## config.mk

```make
export PLATFORM = sky130hd
export DESIGN_NAME = mac_accum_stage_flat
export DESIGN_NICKNAME = d
export VERILOG_FILES = /design/src/rtl/mac_accum_if.sv /design/src/rtl/mac_accum_stage.sv /design/src/flat_wrapper.sv
export SDC_FILE = /design/constraint.sdc
export NUM_CORES = 1
export LEC_CHECK = 0
export ABC_CLOCK_PERIOD_IN_PS = 11750
export CORE_ASPECT_RATIO = 0.9
export CORE_MARGIN = 2
export CORE_UTILIZATION = 50
export CTS_CLUSTER_DIAMETER = 30
export DETAILED_ROUTE_END_ITERATION = 8
export DONT_BUFFER_PORTS = 1
export GPL_ROUTABILITY_DRIVEN = 1
export SLEW_MARGIN = 20
export SYNTH_ARGS = -nofsm -noshare
export SYNTH_HDL_FRONTEND = slang
export SYNTH_SLANG_ARGS = --single-unit
```

## constraint.sdc

```tcl
create_clock -name clk -period 11.75 [get_ports clk]
set_input_delay 2.35 -clock clk [delete_from_list [all_inputs] [get_ports clk]]
set_output_delay 2.35 -clock clk [all_outputs]
set_load 0.1 [all_outputs]
```

## src/rtl/mac_accum_if.sv

```systemverilog
// Beat and result handshake between a mac_block_N array consumer and its stage.
// The master drives beats and takes results; the slave is mac_accum_stage.
interface mac_accum_if #(
    parameter int INT_W = 32,
    parameter int ACC_W = 48
) ();
    logic             in_valid;
    logic             in_ready;
    logic [INT_W-1:0] p0;
    logic [INT_W-1:0] p1;
    logic [INT_W-1:0] p2;
    logic [INT_W-1:0] p3;
    logic             out_valid;
    logic             out_ready;
    logic [ACC_W-1:0] acc_out;
    logic             overflow;

    modport master (
        output in_valid, p0, p1, p2, p3, out_ready,
        input  in_ready, out_valid, acc_out, overflow
    );

    modport slave (
        input  in_valid, p0, p1, p2, p3, out_ready,
        output in_ready, out_valid, acc_out, overflow
    );
endinterface

```

## src/rtl/mac_accum_stage.sv

```systemverilog
// Recombines per-block partial products (SINGLE/DUAL/QUAD) and accumulates a
// window of beats onto an initial value. Pipeline: S1 combine, S2 accumulate.
//
// state | meaning
// IDLE  | no window open, waiting for start
// ACCUM | accepting beats and accumulating
// HOLD  | result presented on acc_out until out_ready
module mac_accum_stage #(
    parameter int MIN_W = 8,
    parameter int INT_W = 32,
    parameter int ACC_W = 48,
    parameter int LEN_W = 8
) (
    input  logic             clk,
    input  logic             rst,
    input  logic             start,
    input  logic [1:0]       mode,
    input  logic [LEN_W-1:0] len,
    input  logic [ACC_W-1:0] init_value,
    output logic             busy,
    mac_accum_if.slave       bus
);
    typedef enum logic [1:0] {IDLE = 2'd0, ACCUM = 2'd1, HOLD = 2'd2} state_t;

    localparam logic [1:0] MODE_SINGLE = 2'b00;
    localparam logic [1:0] MODE_DUAL   = 2'b01;
    localparam logic [1:0] MODE_QUAD   = 2'b10;

    state_t             state_q, state_d;
    logic [1:0]         mode_q, mode_d;
    logic [LEN_W-1:0]   len_q, len_d;
    logic [ACC_W-1:0]   init_q, init_d;
    logic [LEN_W-1:0]   cnt_q, cnt_d;
    logic               first_q, first_d;
    logic [ACC_W-1:0]   acc_q, acc_d;
    logic               ovf_q, ovf_d;
    logic               out_valid_q, out_valid_d;
    logic               s1_valid_q, s1_valid_d;
    logic [ACC_W-1:0]   s1_prod_q, s1_prod_d;
    logic               s1_last_q, s1_last_d;

    logic [ACC_W-1:0]   prod;
    logic [ACC_W:0]     sum;
    logic               in_ready_c;

    always_comb begin
        prod = '0;
        case (mode_q)
            MODE_SINGLE: prod = ACC_W'(bus.p0);
            MODE_DUAL:   prod = ACC_W'(bus.p0) + (ACC_W'(bus.p1) << MIN_W);
            MODE_QUAD:   prod = ACC_W'(bus.p0) + (ACC_W'(bus.p1) << MIN_W)
                              + (ACC_W'(bus.p2) << (2 * MIN_W))
                              + (ACC_W'(bus.p3) << (3 * MIN_W));
            default:     prod = '0;
        endcase
    end

    always_comb begin
        state_d     = state_q;
        mode_d      = mode_q;
        len_d       = len_q;
        init_d      = init_q;
        cnt_d       = cnt_q;
        first_d     = first_q;
        acc_d       = acc_q;
        ovf_d       = ovf_q;
        out_valid_d = out_valid_q;
        s1_valid_d  = 1'b0;
        s1_prod_d   = s1_prod_q;
        s1_last_d   = s1_last_q;
        in_ready_c  = 1'b0;
        sum         = '0;

        case (state_q)
            IDLE: begin
                if (start) begin
                    mode_d  = mode;
                    len_d   = (len == '0) ? LEN_W'(1) : len;
                    init_d  = init_value;
                    cnt_d   = '0;
                    ovf_d   = 1'b0;
                    first_d = 1'b1;
                    acc_d   = '0;
                    state_d = ACCUM;
                end
            end
            ACCUM: begin
                // S2 drains S1 every cycle, so only the beat budget gates input.
                in_ready_c = (cnt_q < len_q);
                if (bus.in_valid && in_ready_c) begin
                    s1_valid_d = 1'b1;
                    s1_prod_d  = prod;
                    s1_last_d  = (cnt_q == len_q - LEN_W'(1));
                    cnt_d      = cnt_q + LEN_W'(1);
                end
                if (s1_valid_q) begin
                    sum     = {1'b0, (first_q ? init_q : acc_q)} + {1'b0, s1_prod_q};
                    acc_d   = sum[ACC_W-1:0];
                    first_d = 1'b0;
                    if (sum[ACC_W]) ovf_d = 1'b1;
                    if (s1_last_q) begin
                        out_valid_d = 1'b1;
                        state_d     = HOLD;
                    end
                end
            end
            HOLD: begin
                if (bus.out_ready) begin
                    out_valid_d = 1'b0;
                    state_d     = IDLE;
                end
            end
            default: state_d = IDLE;
        endcase
    end

    always_ff @(posedge clk or posedge rst) begin
        if (rst) begin
            state_q     <= IDLE;
            mode_q      <= '0;
            len_q       <= '0;
            init_q      <= '0;
            cnt_q       <= '0;
            first_q     <= 1'b0;
            acc_q       <= '0;
            ovf_q       <= 1'b0;
            out_valid_q <= 1'b0;
            s1_valid_q  <= 1'b0;
            s1_prod_q   <= '0;
            s1_last_q   <= 1'b0;
        end else begin
            state_q     <= state_d;
            mode_q      <= mode_d;
            len_q       <= len_d;
            init_q      <= init_d;
            cnt_q       <= cnt_d;
            first_q     <= first_d;
            acc_q       <= acc_d;
            ovf_q       <= ovf_d;
            out_valid_q <= out_valid_d;
            s1_valid_q  <= s1_valid_d;
            s1_prod_q   <= s1_prod_d;
            s1_last_q   <= s1_last_d;
        end
    end

    assign bus.in_ready  = in_ready_c;
    assign bus.out_valid = out_valid_q;
    assign bus.acc_out   = acc_q;
    assign bus.overflow  = ovf_q;
    assign busy          = (state_q != IDLE);
endmodule

```

## src/flat_wrapper.sv

```systemverilog
// flat-port wrapper written by rule: the top's interface ports become plain ports
module mac_accum_stage_flat 
#(
    parameter int MIN_W = 8,
    parameter int INT_W = 32,
    parameter int ACC_W = 48,
    parameter int LEN_W = 8
)
  (clk, rst, start, mode, len, init_value, busy, bus_in_valid, bus_p0, bus_p1, bus_p2, bus_p3, bus_out_ready, bus_in_ready, bus_out_valid, bus_acc_out, bus_overflow);
  mac_accum_if #(.INT_W(INT_W), .ACC_W(ACC_W)) bus_i ();
  input  logic clk;
  input  logic rst;
  input  logic start;
  input  logic [1:0] mode;
  input  logic [LEN_W-1:0] len;
  input  logic [ACC_W-1:0] init_value;
  output logic busy;
  input wire logic [$bits(bus_i.in_valid)-1:0] bus_in_valid;
  input wire logic [$bits(bus_i.p0)-1:0] bus_p0;
  input wire logic [$bits(bus_i.p1)-1:0] bus_p1;
  input wire logic [$bits(bus_i.p2)-1:0] bus_p2;
  input wire logic [$bits(bus_i.p3)-1:0] bus_p3;
  input wire logic [$bits(bus_i.out_ready)-1:0] bus_out_ready;
  output wire logic [$bits(bus_i.in_ready)-1:0] bus_in_ready;
  output wire logic [$bits(bus_i.out_valid)-1:0] bus_out_valid;
  output wire logic [$bits(bus_i.acc_out)-1:0] bus_acc_out;
  output wire logic [$bits(bus_i.overflow)-1:0] bus_overflow;
  assign bus_i.in_valid = bus_in_valid;
  assign bus_i.p0 = bus_p0;
  assign bus_i.p1 = bus_p1;
  assign bus_i.p2 = bus_p2;
  assign bus_i.p3 = bus_p3;
  assign bus_i.out_ready = bus_out_ready;
  assign bus_in_ready = bus_i.in_ready;
  assign bus_out_valid = bus_i.out_valid;
  assign bus_acc_out = bus_i.acc_out;
  assign bus_overflow = bus_i.overflow;
  mac_accum_stage #(.MIN_W(MIN_W), .INT_W(INT_W), .ACC_W(ACC_W), .LEN_W(LEN_W)) u_core (.clk(clk), .rst(rst), .start(start), .mode(mode), .len(len), .init_value(init_value), .busy(busy), .bus(bus_i));
endmodule
```

# [After elaboration in Yosys (flattened, before gate mapping)]
# Cells that the tools add are included.
[word_totals] output_inout_bits=52 word_cells=72 ff_bits=169
[classes] reduce_logical=14 addsub=6 n_eq_ne=11 mux=28 order_cmp=1
[op_table] operator="2-to-1 mux 48 bit" n=3
[op_table] operator="one-hot mux 48 bit (3 select lines)" n=1
[op_table] operator="adder 48 bit" n=2
[op_table] operator="one-hot mux 48 bit (2 select lines)" n=1
[op_table] operator="adder 48 x 48 -> 49 bit" n=1
[op_table] operator="adder 32 x 40 -> 41 bit" n=1
[op_table] operator="2-to-1 mux 8 bit" n=3
[op_table] operator="one-hot mux 8 bit (2 select lines)" n=1
[op_table] operator="AND reduction 4 bit" n=3
[op_table] operator="2-to-1 mux 1 bit" n=11
[op_table] operator="adder 8 x 1 -> 8 bit, second input constant" n=1
[op_table] operator="equality test 8 bit" n=1
[op_table] operator="logical NOT 8 bit" n=1
[op_table] operator="less-than comparator 8 bit" n=1
[op_table] operator="2-to-1 mux 2 bit" n=4
[op_table] operator="!= test 2 x 1 -> 1 bit, second input constant" n=4
[op_table] operator="subtractor 8 x 1 -> 8 bit, second input constant" n=1
[op_table] operator="one-hot mux 1 bit (2 select lines)" n=3
[op_table] operator="one-hot mux 2 bit (3 select lines)" n=1
[op_table] operator="AND reduction 3 bit" n=2
[op_table] operator="nonzero test 2 bit" n=3
[op_table] operator="equality test 2 x 1 -> 1 bit, second input constant" n=2
[op_table] operator="equality test 2 bit, second input constant" n=2
[op_table] operator="logical NOT 2 bit" n=2
[op_table] operator="3 further kinds" n=5

# [Logic depth before layout (Yosys ltp)]
[logic_depth] ltp_word=5 mapped_depth=22 mapped_depth_nobuf=22

# [Worst setup path after synthesis]
# OpenSTA, ideal clock, no wires.
[synth_timing] kind="input -> register" start="in bus_p1[7]" end="reg u_core.s1_prod_q[46]" path_stages=19 setup_slack_ns=5.080 arrival_time_ns=6.538 path_cell_list="ha_1 > a211o_1 > a21oi_1 > nand3b_1 > o21ai_1 > a31o_2 > o21ai_1 > a221oi_1 > xor2_1 > fa_1 > inv_1 > ha_1 > nand2_1 > or3_1 > o22ai_1 > a211oi_1 > o31a_1 > and4_1 > or3_1"
[synth_via] elab_chain_len=4
[synth_lines] item="start: declaration" line_no="flat_wrapper.sv:20" text="input wire logic [$bits(bus_i.p1)-1:0] bus_p1;"
[synth_lines] item="adder 32 x 40 -> 41 bit" line_no="mac_accum_stage.sv:51" text="MODE_QUAD: prod = ACC_W'(bus.p0) + (ACC_W'(bus.p1) << MIN_W)"
[synth_lines] item="adder 48 bit" line_no="mac_accum_stage.sv:52" text="+ (ACC_W'(bus.p2) << (2 * MIN_W))"
[synth_lines] item="adder 48 bit" line_no="mac_accum_stage.sv:53" text="+ (ACC_W'(bus.p3) << (3 * MIN_W));"
[synth_lines] item="one-hot mux 48 bit (3 select lines)" line_no="mac_accum_stage.sv:48" text="case (mode_q)"
[synth_lines] item="end signal: assignment" line_no="mac_accum_stage.sv:142" text="s1_prod_q <= s1_prod_d;"
[synth_lines] item="end: declaration" line_no="mac_accum_stage.sv:39" text="logic [ACC_W-1:0] s1_prod_q, s1_prod_d;"
# No other way between the ends.
# A chain may end at the register's enable or synchronous reset.

# [Worst setup path in the final report]
[layout_timing] start="in bus_p1[0]" end="reg u_core.s1_prod_q[47]"
# The elaborated chain is that of the path after synthesis.

==> flow_summary.toml <==
[drt]
met2RoutedLength_mm = 15.6
routed.top_layer = "met4"
via_count = 11500
routed_via_density = 5.93
remaining_drc_errors = 0
dr.pass1.iters = 5
routed_wirelength_mm = 37.5
routedWlPerCell_microns = 19.3
drtIter0Drc = 673
wl_met1_mm = 18.7
met3_wirelength_mm = 2.79
ant_nets = 0

[die]
die-area_sq_um = 29600
row_count = 58
ios = 243
initial_utilization = 0.507
core_area_sq_um = 27900
die_h_microns = 163
die_x_microns = 181

[synthesis]
ys_seq_elements = 169
avgSynthCellArea_sq_um = 8.82
synth_edf_count = 0
yosysWarnings = 0
syn-cell-area_sq_um = 14100
synthesis.instances = 1602
yosysSeqAreaShare = 0.299
synth_cell_type_count = 71
synth.net_count = 1939
synth_ff_type = "dfrtp_1"
ys_async_sr_fraction = 1.00

[timing]
fin_tns_setup_ns = 0
fmax_mhz = 141
slew_viol_final = 0
final-setup-viol-count = 0
period_needed_ns = 7.10
finClkSkew_ns = 0.0163
worst_pin_slew_ns = 1.06
min_period_over_period = 0.604
hold_viol = 0
maxSlewHeadroom = 0.293
rsz0062_at_grt = "false"
fin_hold_ws_ns = 0.475

[clock_network]
cts_tree = "built"
cts.clk_slew.worst_paths_ns = 0.06
cts_root_buf = "clkbuf_16"
cts_hold_buf = 0
cts_buffers = 17
cts_setup_buffers = 0
cts_resized = 0
cts_max_level = 4
clock_latency_ns = 0.43
clk_path_buf_depth = 2
cts_sinks = 169

[worst_setup_path]
end_kind = "flop"
critPathRequiredTime_ns = 12.06
cp-start-kind = "primary input"
cp.arrival_ns = 7.41
crit_type = "in2reg"
critPathMaxFanout = 5

[final_layout]
fill_cells = 2603
final_area_sq_um = 15100
syn_to_final_growth_pct = 6.77
multiInputGateArea_sq_um = 9270
register_area_sq_um = 4230
nets = 1902
drive_gt1_frac = 0.103
layout.cells.non_filler = 1939

[place]
portBuffers = 0
place_hpwl_mm = 29.2
placed_area_sq_um = 14400
gp_congestion = 0.896
placedCellCount = 1906

[global_routing]
grtUsageTotal = 0.252
grt_first_pass_wirelength_mm = 59.1
grt_pass1_vias = 10900
overflow = 0
antenna_found_initial = 4
grt_max_degree = 99

[hold_path]
hp-class = "reg2reg"

[outcome]
outcome = "complete, no violations"

[run]
maxCapViolations = 0
-- cell type report --
class | instances | share of cell area
clock buffers | 18 | 0.0285
flip-flops and latches | 169 | 0.281
repair buffers | 9 | 0.00448
clock inverters | 11 | 0.0147
multi-input cells | 1263 | 0.615
inverters | 105 | 0.0265
well taps | 360 | 0.0299
diodes | 4 | 0.000664
-- layout by cell type, fill, tap and decap left out, types with 5 or more instances in the layout --
| cell | n |
|---|---|
| a22o_1 | 6 |
| a21oi_1 | 105 |
| nor3_1 | 14 |
| ha_1 | 126 |
| o311ai_0 | 6 |
| a21o_1 | 59 |
| nor2_1 | 80 |
| o22a_1 | 5 |
| and3_1 | 13 |
| xor2_1 | 49 |
| a21boi_0 | 5 |
| o31ai_1 | 5 |
| o211ai_1 | 14 |
| nor4_1 | 6 |
| nand2_1 | 177 |
| a211oi_1 | 17 |
| bufinv_16 | 6 |
| a31oi_1 | 22 |
| or3_1 | 9 |
| or2_2 | 6 |
| dfrtp_1 | 168 |
| xnor2_1 | 64 |
| o21a_1 | 26 |
| nand2b_1 | 10 |
| and2_1 | 5 |
| o21ai_1 | 9 |
| mux2_2 | 98 |
| mux2i_1 | 21 |
| nand3_1 | 34 |
| nand4_1 | 18 |
| buf_4 | 9 |
| o21bai_1 | 15 |
| inv_1 | 103 |
| o21ai_0 | 136 |
| fa_1 | 20 |
| clkbuf_16 | 17 |
| nor2b_1 | 6 |
| o221ai_1 | 11 |
-- layer usage --
layer	vias to the layer above	global-route usage
li1	5707	-
met1	5443	0.374
met2	326	0.373
met3	18	0.0640
met4	0	0.0466
met5	-	0
-- through the flow --
step / util / worst slack [ns]
after floorplan: - / 4.82
after global placement: 0.517 / 4.26
after detailed placement: 0.517 / 4.26
after CTS: 0.541 / 4.68
after global routing: 0.541 / 4.43
final: 0.541 / 4.65
-- kinds of logic after synthesis --
group,after synthesis,share of synthesized area
muxes,119,0.0930
xor gates and xnor gates,113,0.0701
buffers and inverters,170,0.0453
DFF,169,0.299
adders and majority gates,146,0.140
AOI/OAI and AO/OA,490,0.225
and+or+nand+nor,395,0.127
-- worst paths after layout --
check | start | to | slack [ns] | cells past startpoint
max | bus_p1[0] | u_core.s1_prod_q[47] | 4.65 | 22
min | u_core.s1_prod_q[4] | u_core.s1_prod_q[4] | 0.48 | 2
max reg2reg | u_core.bus.acc_out[0] | u_core.bus.acc_out[42] | 7.50 | 12
min reg2reg | u_core.s1_prod_q[4] | u_core.s1_prod_q[4] | 0.48 | 2
max in group asynchronous | rst | u_core.bus.acc_out[32] | 8.39 | 2
min in group asynchronous | rst | u_core.bus.acc_out[9] | 1.95 | 1
-- synth_stat cells (14+ instances only) --
| master | instances | share of area |
|---|---|---|
| clkbuf_1 | 59 | 0.016 |
| a211oi_1 | 17 | 0.0090 |
| o21ai_0 | 136 | 0.048 |
| inv_1 | 104 | 0.028 |
| mux2_2 | 98 | 0.078 |
| xor2_1 | 49 | 0.030 |
| ha_1 | 126 | 0.11 |
| mux2i_1 | 21 | 0.015 |
| fa_1 | 20 | 0.028 |
| xnor2_1 | 64 | 0.040 |
| dfrtp_1 | 169 | 0.30 |
| o21bai_1 | 15 | 0.0080 |
| nand2_1 | 177 | 0.047 |
| a21o_1 | 59 | 0.031 |
| nand4_1 | 18 | 0.0080 |
| o211ai_1 | 14 | 0.0074 |
| o21a_1 | 27 | 0.014 |
| a31oi_1 | 22 | 0.0097 |
| a21oi_1 | 105 | 0.037 |
| nor2_1 | 82 | 0.022 |
| nand3_1 | 34 | 0.012 |
| nor3_1 | 14 | 0.0050 |
-- worst max-delay path: stages --
cell      delay, ns
ha_1           0.21
inv_1          0.08
fa_1           0.20
nor2b_1        0.06
o31a_1         0.27
o22a_1         0.25
a31oi_1        0.35
o21ai_1        0.22
a211oi_1       0.31
xor2_1         0.31
fa_1           0.46
inv_1          0.07
ha_1           0.28
a21o_1         0.18
a21o_1         0.19
a21o_1         0.18
a211oi_2       0.33
a31oi_1        0.23
o21ai_0        0.31
o21ai_0        0.16
xnor2_1        0.17
a22o_1         0.20
-- flip-flops by register name, summed over array words and instances (netlist names) --
register,cells
u_core.bus.acc_out,48
u_core.init_q,48
u_core.s1_prod_q,48
u_core.cnt_q,8
u_core.len_q,8
u_core.mode_q,2
u_core.state_q,2
u_core.bus.out_valid,1
u_core.bus.overflow,1
u_core.first_q,1
u_core.s1_last_q,1
u_core.s1_valid_q,1
Power is left out: the tool's default activity adds up to more than one toggle a clock period on the data nets, which glitch-free logic cannot reach.
==> edit: new RTL, config.mk and constraints unchanged <==
`ACC_W` is set to 48 in 3 places; all go to 40.
--- a/src/rtl/mac_accum_if.sv
+++ b/src/rtl/mac_accum_if.sv
@@ -2,7 +2,7 @@
 // The master drives beats and takes results; the slave is mac_accum_stage.
 interface mac_accum_if #(
     parameter int INT_W = 32,
-    parameter int ACC_W = 48
+    parameter int ACC_W = 40
 ) ();
     logic             in_valid;
     logic             in_ready;
--- a/src/rtl/mac_accum_stage.sv
+++ b/src/rtl/mac_accum_stage.sv
@@ -8,7 +8,7 @@
 module mac_accum_stage #(
     parameter int MIN_W = 8,
     parameter int INT_W = 32,
-    parameter int ACC_W = 48,
+    parameter int ACC_W = 40,
     parameter int LEN_W = 8
 ) (
     input  logic             clk,
--- a/src/flat_wrapper.sv
+++ b/src/flat_wrapper.sv
@@ -3,7 +3,7 @@
 #(
     parameter int MIN_W = 8,
     parameter int INT_W = 32,
-    parameter int ACC_W = 48,
+    parameter int ACC_W = 40,
     parameter int LEN_W = 8
 )
   (clk, rst, start, mode, len, init_value, busy, bus_in_valid, bus_p0, bus_p1, bus_p2, bus_p3, bus_out_ready, bus_in_ready, bus_out_valid, bus_acc_out, bus_overflow);
Ports: changed (resized bus_acc_out and init_value); port bits go from 243 to 227. No check against the original RTL was run, so the function may have changed too.
==> edit against the unedited design <==
Cell count is 15% lower. Setup slack better by 0.48 ns. Cell area is 17% lower. Utilization is 1.1 points higher. Area after synthesis is 18% lower. Routed wire length is 19% lower. Sequential cell count is 24 lower.
==> edit: results (changes against the unedited design) <==
[run_status]
outcome=complete, no violations  ; unchanged

[worst_setup_path]
r2r_cells=13  ; was 12
r2r_setup_slack_ns=7.18  ; was 7.50 ns
crit_fanout=4  ; was 5
crit_path_end=u_core.s1_prod_q[37]  ; was u_core.s1_prod_q[47]
rr_startpoint=u_core.first_q  ; was u_core.bus.acc_out[0]
cp.arrival_ns=6.93  ; was 7.41 ns
cp-startpoint=bus_p1[1]  ; was bus_p1[0]
worst_path_largest_cell_delay_ns=0.43  ; was 0.46 ns

[grt]
grt_pass1_vias=9088  ; was 10900
grt_antenna_before_repair=0  ; was 4
grt_max_degree=92  ; was 99
grt_pass1_wl_microns=48100  ; was 59100 microns
gr-usage-all-layers_pct=24.9  ; was 25.2%

[synth]
synth_fa_ha_area_share_pct=14.4  ; was 14.0%
synth.distinct_cells=65  ; was 71
synth_top_area_share_pct=31.4  ; was 29.9%
synth_compound_area_share_pct=20.2  ; was 22.5%
yosysSeqAreaShare_pct=31.4  ; was 29.9%
synth_common_cells=nand2_1, dfrtp_1, ha_1  ; was nand2_1, dfrtp_1, o21ai_0
synth-seq-cells=145  ; was 169
synthMuxAreaShare_pct=5.55  ; was 9.30%
synthXorXnorAreaFrac_pct=6.89  ; was 7.01%
synthCells=1367  ; was 1602

[placement]
dp_cells=1625  ; was 1906
place_congestion=0.903  ; was 0.896
place_area_sq_mm=0.0118  ; was 0.0144 sq mm
pre_cts_slack_ns=4.72  ; was 4.26 ns

[cells_and_area]
nets=1652  ; was 1902
clock_area_share_pct=4.93  ; was 4.31%
fill_cells=2120  ; was 2603
seqCellArea_sq_mm=0.00363  ; was 0.00423 sq mm
multi_input_area_sq_mm=0.00763  ; was 0.00927 sq mm
num_antenna_cells=0  ; was 4
multi_input_gates=1137  ; was 1263
nonClkBufAreaFrac_pct=0.663  ; was 0.448%
drive_gt1_share_pct=7.21  ; was 10.3%
inverters_excl_clock=35  ; was 105

[hold_path]
holdPathEnd=u_core.init_q[5]  ; was u_core.s1_prod_q[4]

[route]
drt_wl_total_microns=30200  ; was 37500 microns
initialDrtViolationCount=540  ; was 673
vias=9670  ; was 11500
dr.pass1.iters=4  ; was 5
viasPerCell=5.84  ; was 5.93

[timing]
fin_worst_skew_ns=0.0104  ; was 0.0163 ns
finalCriticalPeriod_ns=6.62  ; was 7.10 ns
holdWs_ns=0.473  ; was 0.475 ns
maxSlewHeadroom_pct=32.5  ; was 29.3%

[floorplan]
die_w_microns=164  ; was 181 microns

==> edit: cell types whose count changed in the layout (fill, tap and decap cells not counted), sizes merged, moves of 17 or more <==
cell / unedited run / this run
o21ai: 148 / 99
nand2: 177 / 260
ha: 126 / 104
mux2: 98 / 41
nor2: 82 / 99
inv: 107 / 37
xnor2: 64 / 47
a21o: 59 / 32
dfrtp: 169 / 145
==> edit: metal layers <==
metal,GRT usage [%],vias up,routed length (microns)
met1,36.9,4526,14900
met4,6.49,0,402
met2,37.0,264,12800
li1,-,4857,-
met5,0,-,0
met3,5.13,23,2100
==> edit: cells by family after synthesis <==
logic type	Yosys count
AO/OA/AOI/OAI	367
buffers and inverters	85
XOR/XNOR	91
adder cells (fa/ha/maj)	122
multiplexers	59
AND/OR/NAND/NOR	498
flip-flops	145
==> edit: power groups by stage <==
stage               logic (uW)  clock network [uW]  registers (uW)
finish                    2310                 572            1480
global route              2610                 604            1510
CTS                       2300                 581            1480
detailed placement        2290                   0            1480
global placement          2270                   0            1480
floorplan                 1860                   0            1390
